===== src/rtl/mem_stage.sv =====
`default_nettype none
// ============================================================================
// Module      : mem_stage
// Description : MEM pipeline stage. Issues one data-memory access per
//               load/store over a valid/ready handshake, aligns store data,
//               extends load data and registers the MEM/WB bundle.
// Revision    : 1.0  initial release
// ============================================================================
module mem_stage #(
  parameter logic [4:0] OP_LOAD  = 5'b00000,
  parameter logic [4:0] OP_STORE = 5'b01000
) (
  input  logic        clk,
  input  logic        rst_n,
  input  logic        IM_stall,
  input  logic [4:0]  M_op,
  input  logic [2:0]  M_func3,
  input  logic [4:0]  M_rd,
  input  logic [31:0] M_aluOut,
  input  logic [31:0] M_rs2_data,
  output logic        dm_req_valid,
  input  logic        dm_req_ready,
  output logic        dm_req_we,
  output logic [31:0] dm_req_addr,
  output logic [3:0]  dm_req_wstrb,
  output logic [31:0] dm_req_wdata,
  input  logic        dm_resp_valid,
  input  logic [31:0] dm_resp_rdata,
  output logic        DM_stall,
  output logic [4:0]  W_op,
  output logic [4:0]  W_rd,
  output logic [31:0] W_aluOut,
  output logic [31:0] W_ld_data
);

  typedef enum logic [1:0] {
    IDLE = 2'd0,
    REQ  = 2'd1,
    RESP = 2'd2,
    DONE = 2'd3
  } state_t;

  state_t      state, state_nxt;
  logic        is_store, is_load, mem_op, advance, capture, req_valid;
  logic [1:0]  byte_off;
  logic [7:0]  ld_byte;
  logic [15:0] ld_half;
  logic [31:0] ld_ext, ld_data;

  // A load to x0 is a bubble, so the all-zero reset bundle never reaches memory
  assign is_store = (M_op == OP_STORE);
  assign is_load  = (M_op == OP_LOAD) && (M_rd != 5'd0);
  assign mem_op   = is_store || is_load;
  assign byte_off = M_aluOut[1:0];

  assign DM_stall = mem_op && (state != DONE);
  assign advance  = !(IM_stall || DM_stall);
  assign capture  = (state == RESP) && dm_resp_valid;

  assign dm_req_we   = is_store;
  assign dm_req_addr = {M_aluOut[31:2], 2'b00};

  always_comb begin
    dm_req_wstrb = 4'b0000;
    dm_req_wdata = M_rs2_data;
    if (is_store) begin
      case (M_func3[1:0])
        2'b00: begin
          dm_req_wstrb = 4'b0001 << byte_off;
          dm_req_wdata = {4{M_rs2_data[7:0]}};
        end
        2'b01: begin
          dm_req_wstrb = M_aluOut[1] ? 4'b1100 : 4'b0011;
          dm_req_wdata = {2{M_rs2_data[15:0]}};
        end
        default: dm_req_wstrb = 4'b1111;
      endcase
    end
  end

  assign ld_byte = dm_resp_rdata[{byte_off, 3'b000} +: 8];
  assign ld_half = dm_resp_rdata[{M_aluOut[1], 4'b0000} +: 16];

  always_comb begin
    case (M_func3)
      3'b000:  ld_ext = {{24{ld_byte[7]}}, ld_byte};
      3'b001:  ld_ext = {{16{ld_half[15]}}, ld_half};
      3'b100:  ld_ext = {24'd0, ld_byte};
      3'b101:  ld_ext = {16'd0, ld_half};
      default: ld_ext = dm_resp_rdata;
    endcase
  end

  always_comb begin
    state_nxt = state;
    req_valid = 1'b0;
    case (state)
      IDLE: begin
        req_valid = mem_op;
        if (mem_op) state_nxt = dm_req_ready ? RESP : REQ;
      end
      REQ: begin
        req_valid = 1'b1;
        if (dm_req_ready) state_nxt = RESP;
      end
      RESP: if (dm_resp_valid) state_nxt = DONE;
      DONE: if (!IM_stall) state_nxt = IDLE;
      default: state_nxt = IDLE;
    endcase
  end

  // Reset must silence the request in the same cycle, before the state settles
  assign dm_req_valid = req_valid && rst_n;

  always_ff @(posedge clk or negedge rst_n) begin
    if (!rst_n) begin
      state     <= IDLE;
      ld_data   <= 32'd0;
      W_op      <= 5'd0;
      W_rd      <= 5'd0;
      W_aluOut  <= 32'd0;
      W_ld_data <= 32'd0;
    end else begin
      state <= state_nxt;
      if (capture) ld_data <= ld_ext;
      if (advance) begin
        W_op      <= M_op;
        W_rd      <= M_rd;
        W_aluOut  <= M_aluOut;
        W_ld_data <= (M_op == OP_LOAD) ? ld_data : 32'd0;
      end
    end
  end

endmodule
`default_nettype wire


===== config.mk =====
export PLATFORM = sky130hd
export DESIGN_NAME = mem_stage
export DESIGN_NICKNAME = d
export VERILOG_FILES = /design/src/rtl/mem_stage.sv
export SDC_FILE = /design/constraint.sdc
export NUM_CORES = 1
export LEC_CHECK = 0
export ABC_AREA = 1
export CAP_MARGIN = 10
export CELL_PAD_IN_SITES_DETAIL_PLACEMENT = 0
export CELL_PAD_IN_SITES_GLOBAL_PLACEMENT = 1
export CORE_AREA = 3 3 148 150
export CTS_CLUSTER_DIAMETER = 200
export CTS_CLUSTER_SIZE = 40
export DETAILED_ROUTE_END_ITERATION = 16
export DIE_AREA = 0 0 151 153
export PLACE_DENSITY_LB_ADDON = 0.1
export SYNTH_ARGS = -nofsm -noshare
export SYNTH_HDL_FRONTEND = slang
export SYNTH_SLANG_ARGS = --single-unit

===== constraint.sdc =====
create_clock -name clk -period 2.3 [get_ports clk]
set_clock_uncertainty 0.15 [all_clocks]
set_input_delay 0.23 -clock clk [delete_from_list [all_inputs] [get_ports clk]]
set_output_delay 0.23 -clock clk [all_outputs]
set_load 0.01 [all_outputs]

==> metrics.yaml <==
first_pass_grt_wire_length_mm: 32.0
floorplan.die_area_sq_um: 23100
core_region_area_sq_um: 20800
drt_drc_violations_left: 0
detailedPlacementHpwl_mm: 15.0
yosys.area_share.simple_pct: 32.3
cts_made_buffers: 9
die_width_microns: 151
final.setup.tns_ps: 0
detail-route-antenna-nets: 0
relSlewSlack_pct: 43.2
timing.fmax_ghz: 0.462
finalWeightedCongestion: 0.833
tritoncts_num_sinks: 108
avgRoutedWirePerCell_microns: 14.6
dominant_combinational_cell_family_by_area_after_synthesis: "simple AND/OR/NAND/NOR gates"
hold_violations: 0
clock_network_fraction_of_design_power_pct: 27.2
worst_hold_path_type: "in -> reg"
power.internal_mw: 4.02
instances_no_fill: 1378
path_clk_slew_ps: 80
share_seq_of_total_power_pct: 40.9
grt_max_degree: 62
finalWorstPathRequiredPeriod_ps: 2170
period_share_pct: 94.2
worst_ep_required_time_ps: 1920
cellPowerDensity_nw_per_um2: 649
insertedDiodeCount: 0
htree_levels: 3
yosys.area_share.adder_pct: 1.01
setup_repair_after_global_routing_missed_its_margin: "no"
ys_ff_latch: 108
netlist_instances: 883
routed-via-count: 6194
place.detailed.instances: 1361
setup_violations: 0
switching_share_pct: 32.4
design.final.nets: 1217
grt_antenna_before_repair: 1
areaGrowthSynthToFinish_pct: 47.8
timing_worst_setup_path_type: "in -> out"
fraction_of_final_layout_cells_sized_beyond_drive_strength_1_pct: 6.17
holdWs_ps: 305
commonest_non_fill_non_tap_cell_in_the_layout: "sky130_fd_sc_hd__nand2_1"
dr.pass1.iters: 4
yosys_warnings: 0
vias_per_cell: 4.49
netlist_area_sq_um: 6200
synth_compound_gate_area_share_pct: 8.07
start_kind: "primary input"
synthXorXnorAreaFrac_pct: 0
totalWireLength_mm: 20.1
power_mw: 5.95
clk_path_buf_depth: 2
critical_path_arrival_ps: 1790
synth_cell_types: 26
io_pins: 259
portBuffers: 256
grt_use_total_pct: 17.3
leakage_power_of_the_design_nw: 4.64
grt_overflow_total: 0
clock_latency_reported_for_the_late_side_of_the_worst_skew_pair_ps: 350
vdd_drop_max_mv: 0.386
cts_tree: "done"
ys_seq_area_share_pct: 43.6
initial_utilization_pct: 29.8
worstMarginPinSlew_ps: 853
final_cell_mix: "sky130_fd_sc_hd__nand2_1 (289), sky130_fd_sc_hd__clkdlybuf4s50_1 (224), sky130_fd_sc_hd__dfrtp_1 (108), sky130_fd_sc_hd__nand3_1 (108), sky130_fd_sc_hd__inv_1 (88)"
run_status: "complete, no violations"
die_h_microns: 153
yosys-mux-area-fraction_pct: 0
detail_route.iter0.violations: 257
p_sw_mw: 1.93
fp-row-count: 53
timing.final.max_slew_violations: 0
avgSynthCellArea_sq_um: 7.03
max_cap_violations: 0
worstSetupEndpointType: "primary output"
cts_setup_buffers: 0
pwr-share-comb_pct: 31.9
cts.root.buffer_cell: "sky130_fd_sc_hd__clkbuf_16"
final_core_utilization_pct: 44.0
path_max_fanout: 28
via_count_of_the_first_global_routing_pass: 6109
## logic make-up (layout without fill, tap and decap cells)
group | Yosys count | count (layout)
buffers and inverters | 185 | 404
other | 1 | 2
and+or+nand+nor | 491 | 491
adders and majority gates | 5 | 5
AOI/OAI and AO/OA | 93 | 93
DFF | 108 | 108
## metal layers
metal	GRT usage (%)	wire length (microns)	vias to the layer above
met5	0	13	-
li1	-	-	3150
met3	4.57	1530	12
met1	23.4	9290	2835
met4	3.37	163	2
met2	27.9	9100	195
## path summary, 6_finish.rpt
check                        startpoint          endpoint  slack (ps)  depth (start not counted)
max                             M_op[1]  dm_req_wdata[28]         130                          8
min                        M_aluOut[10]      W_aluOut[10]         310                          3
max reg2reg                    state[0]       ld_data[27]         440                          8
min reg2reg                W_aluOut[19]      W_aluOut[19]         320                          2
max in group asynchronous         rst_n       ld_data[26]         870                          3
min in group asynchronous         rst_n           W_op[3]         470                          3
## worst max-delay path: stages
cell	delay, ps
sky130_fd_sc_hd__clkdlybuf4s50_1	430
sky130_fd_sc_hd__nor2_2	140
sky130_fd_sc_hd__nand4_1	110
sky130_fd_sc_hd__buf_4	180
sky130_fd_sc_hd__buf_12	160
sky130_fd_sc_hd__o21ai_0	140
sky130_fd_sc_hd__o21ai_0	110
sky130_fd_sc_hd__dlygate4sd2_1	300
## sequential cells by signal, summed over array words and instances (netlist names)
register and cells:
state 2, W_ld_data 32, ld_data 32, W_rd 5, W_op 5, W_aluOut 32
## power by group through the flow
| stage | sequential [mW] | combinational [mW] | clock [mW] |
|---|---|---|---|
| 2_1_floorplan | 2.50 | 1.08 | 0 |
| 3_3_place_gp | 2.47 | 1.94 | 0 |
| 3_5_place_dp | 2.47 | 1.95 | 0 |
| 4_1_cts | 2.44 | 1.94 | 1.69 |
| 5_1_grt | 2.48 | 2.18 | 1.76 |
| 6_report | 2.43 | 1.90 | 1.62 |
## cell type report
class / instances / area (sq um)
Fill cell: 2193 / 11700
Sequential cell: 108 / 2700
Clock buffer: 9 / 225
Timing Repair Buffer: 295 / 2890
Tap cell: 275 / 344
Multi-Input combinational cell: 591 / 2570
Clock inverter: 7 / 82.6
Inverter: 93 / 352
## cell usage after synthesis
| master | instances | area share [%] |
|---|---|---|
| sky130_fd_sc_hd__or2_2 | 1 | 0.10 |
| sky130_fd_sc_hd__o22ai_1 | 9 | 0.91 |
| sky130_fd_sc_hd__nand3_1 | 108 | 8.7 |
| sky130_fd_sc_hd__nand2_2 | 4 | 0.40 |
| sky130_fd_sc_hd__nand2_1 | 289 | 17 |
| sky130_fd_sc_hd__o21bai_1 | 7 | 0.85 |
| sky130_fd_sc_hd__a31oi_1 | 1 | 0.10 |
| sky130_fd_sc_hd__inv_2 | 3 | 0.18 |
| sky130_fd_sc_hd__buf_6 | 8 | 1.5 |
| sky130_fd_sc_hd__nor2_1 | 84 | 5.1 |
| sky130_fd_sc_hd__a21boi_0 | 1 | 0.12 |
| sky130_fd_sc_hd__buf_4 | 41 | 5.0 |
| sky130_fd_sc_hd__clkbuf_1 | 22 | 1.3 |
| sky130_fd_sc_hd__buf_1 | 4 | 0.24 |
| sky130_fd_sc_hd__conb_1 | 1 | 0.060 |
| sky130_fd_sc_hd__nand3b_1 | 1 | 0.12 |
| sky130_fd_sc_hd__buf_2 | 17 | 1.4 |
| sky130_fd_sc_hd__nand4_1 | 2 | 0.20 |
| sky130_fd_sc_hd__nor2_2 | 2 | 0.20 |
| sky130_fd_sc_hd__ha_1 | 5 | 1.0 |
| sky130_fd_sc_hd__inv_1 | 90 | 5.4 |
| sky130_fd_sc_hd__dfrtp_1 | 108 | 44 |
| sky130_fd_sc_hd__o21ai_1 | 3 | 0.24 |
| sky130_fd_sc_hd__o21a_1 | 1 | 0.12 |
| sky130_fd_sc_hd__o21ai_0 | 48 | 3.9 |
| sky130_fd_sc_hd__a21oi_1 | 23 | 1.9 |
## what timing repair did
| action | CTS | global route |
|---|---|---|
| hold endpoints to repair | 47 | 0 |
| hold buffers | 1 | 0 |
| pin swaps | 0 | 0 |
| resized for setup | 31 | 7 |
| setup endpoints to repair | 29 | 6 |
## through the flow
| stage | worst slack, ps | area [sq um] |
|---|---|---|
| 2_1_floorplan | 661 | 6210 |
| 3_3_place_gp | -194 | 8880 |
| 3_5_place_dp | -211 | 8880 |
| 4_1_cts | 9.27 | 9160 |
| 5_1_grt | 8.51 | 9170 |
| 6_report | 133 | 9170 |
Note: power is estimated with default switching activity, not from simulation.
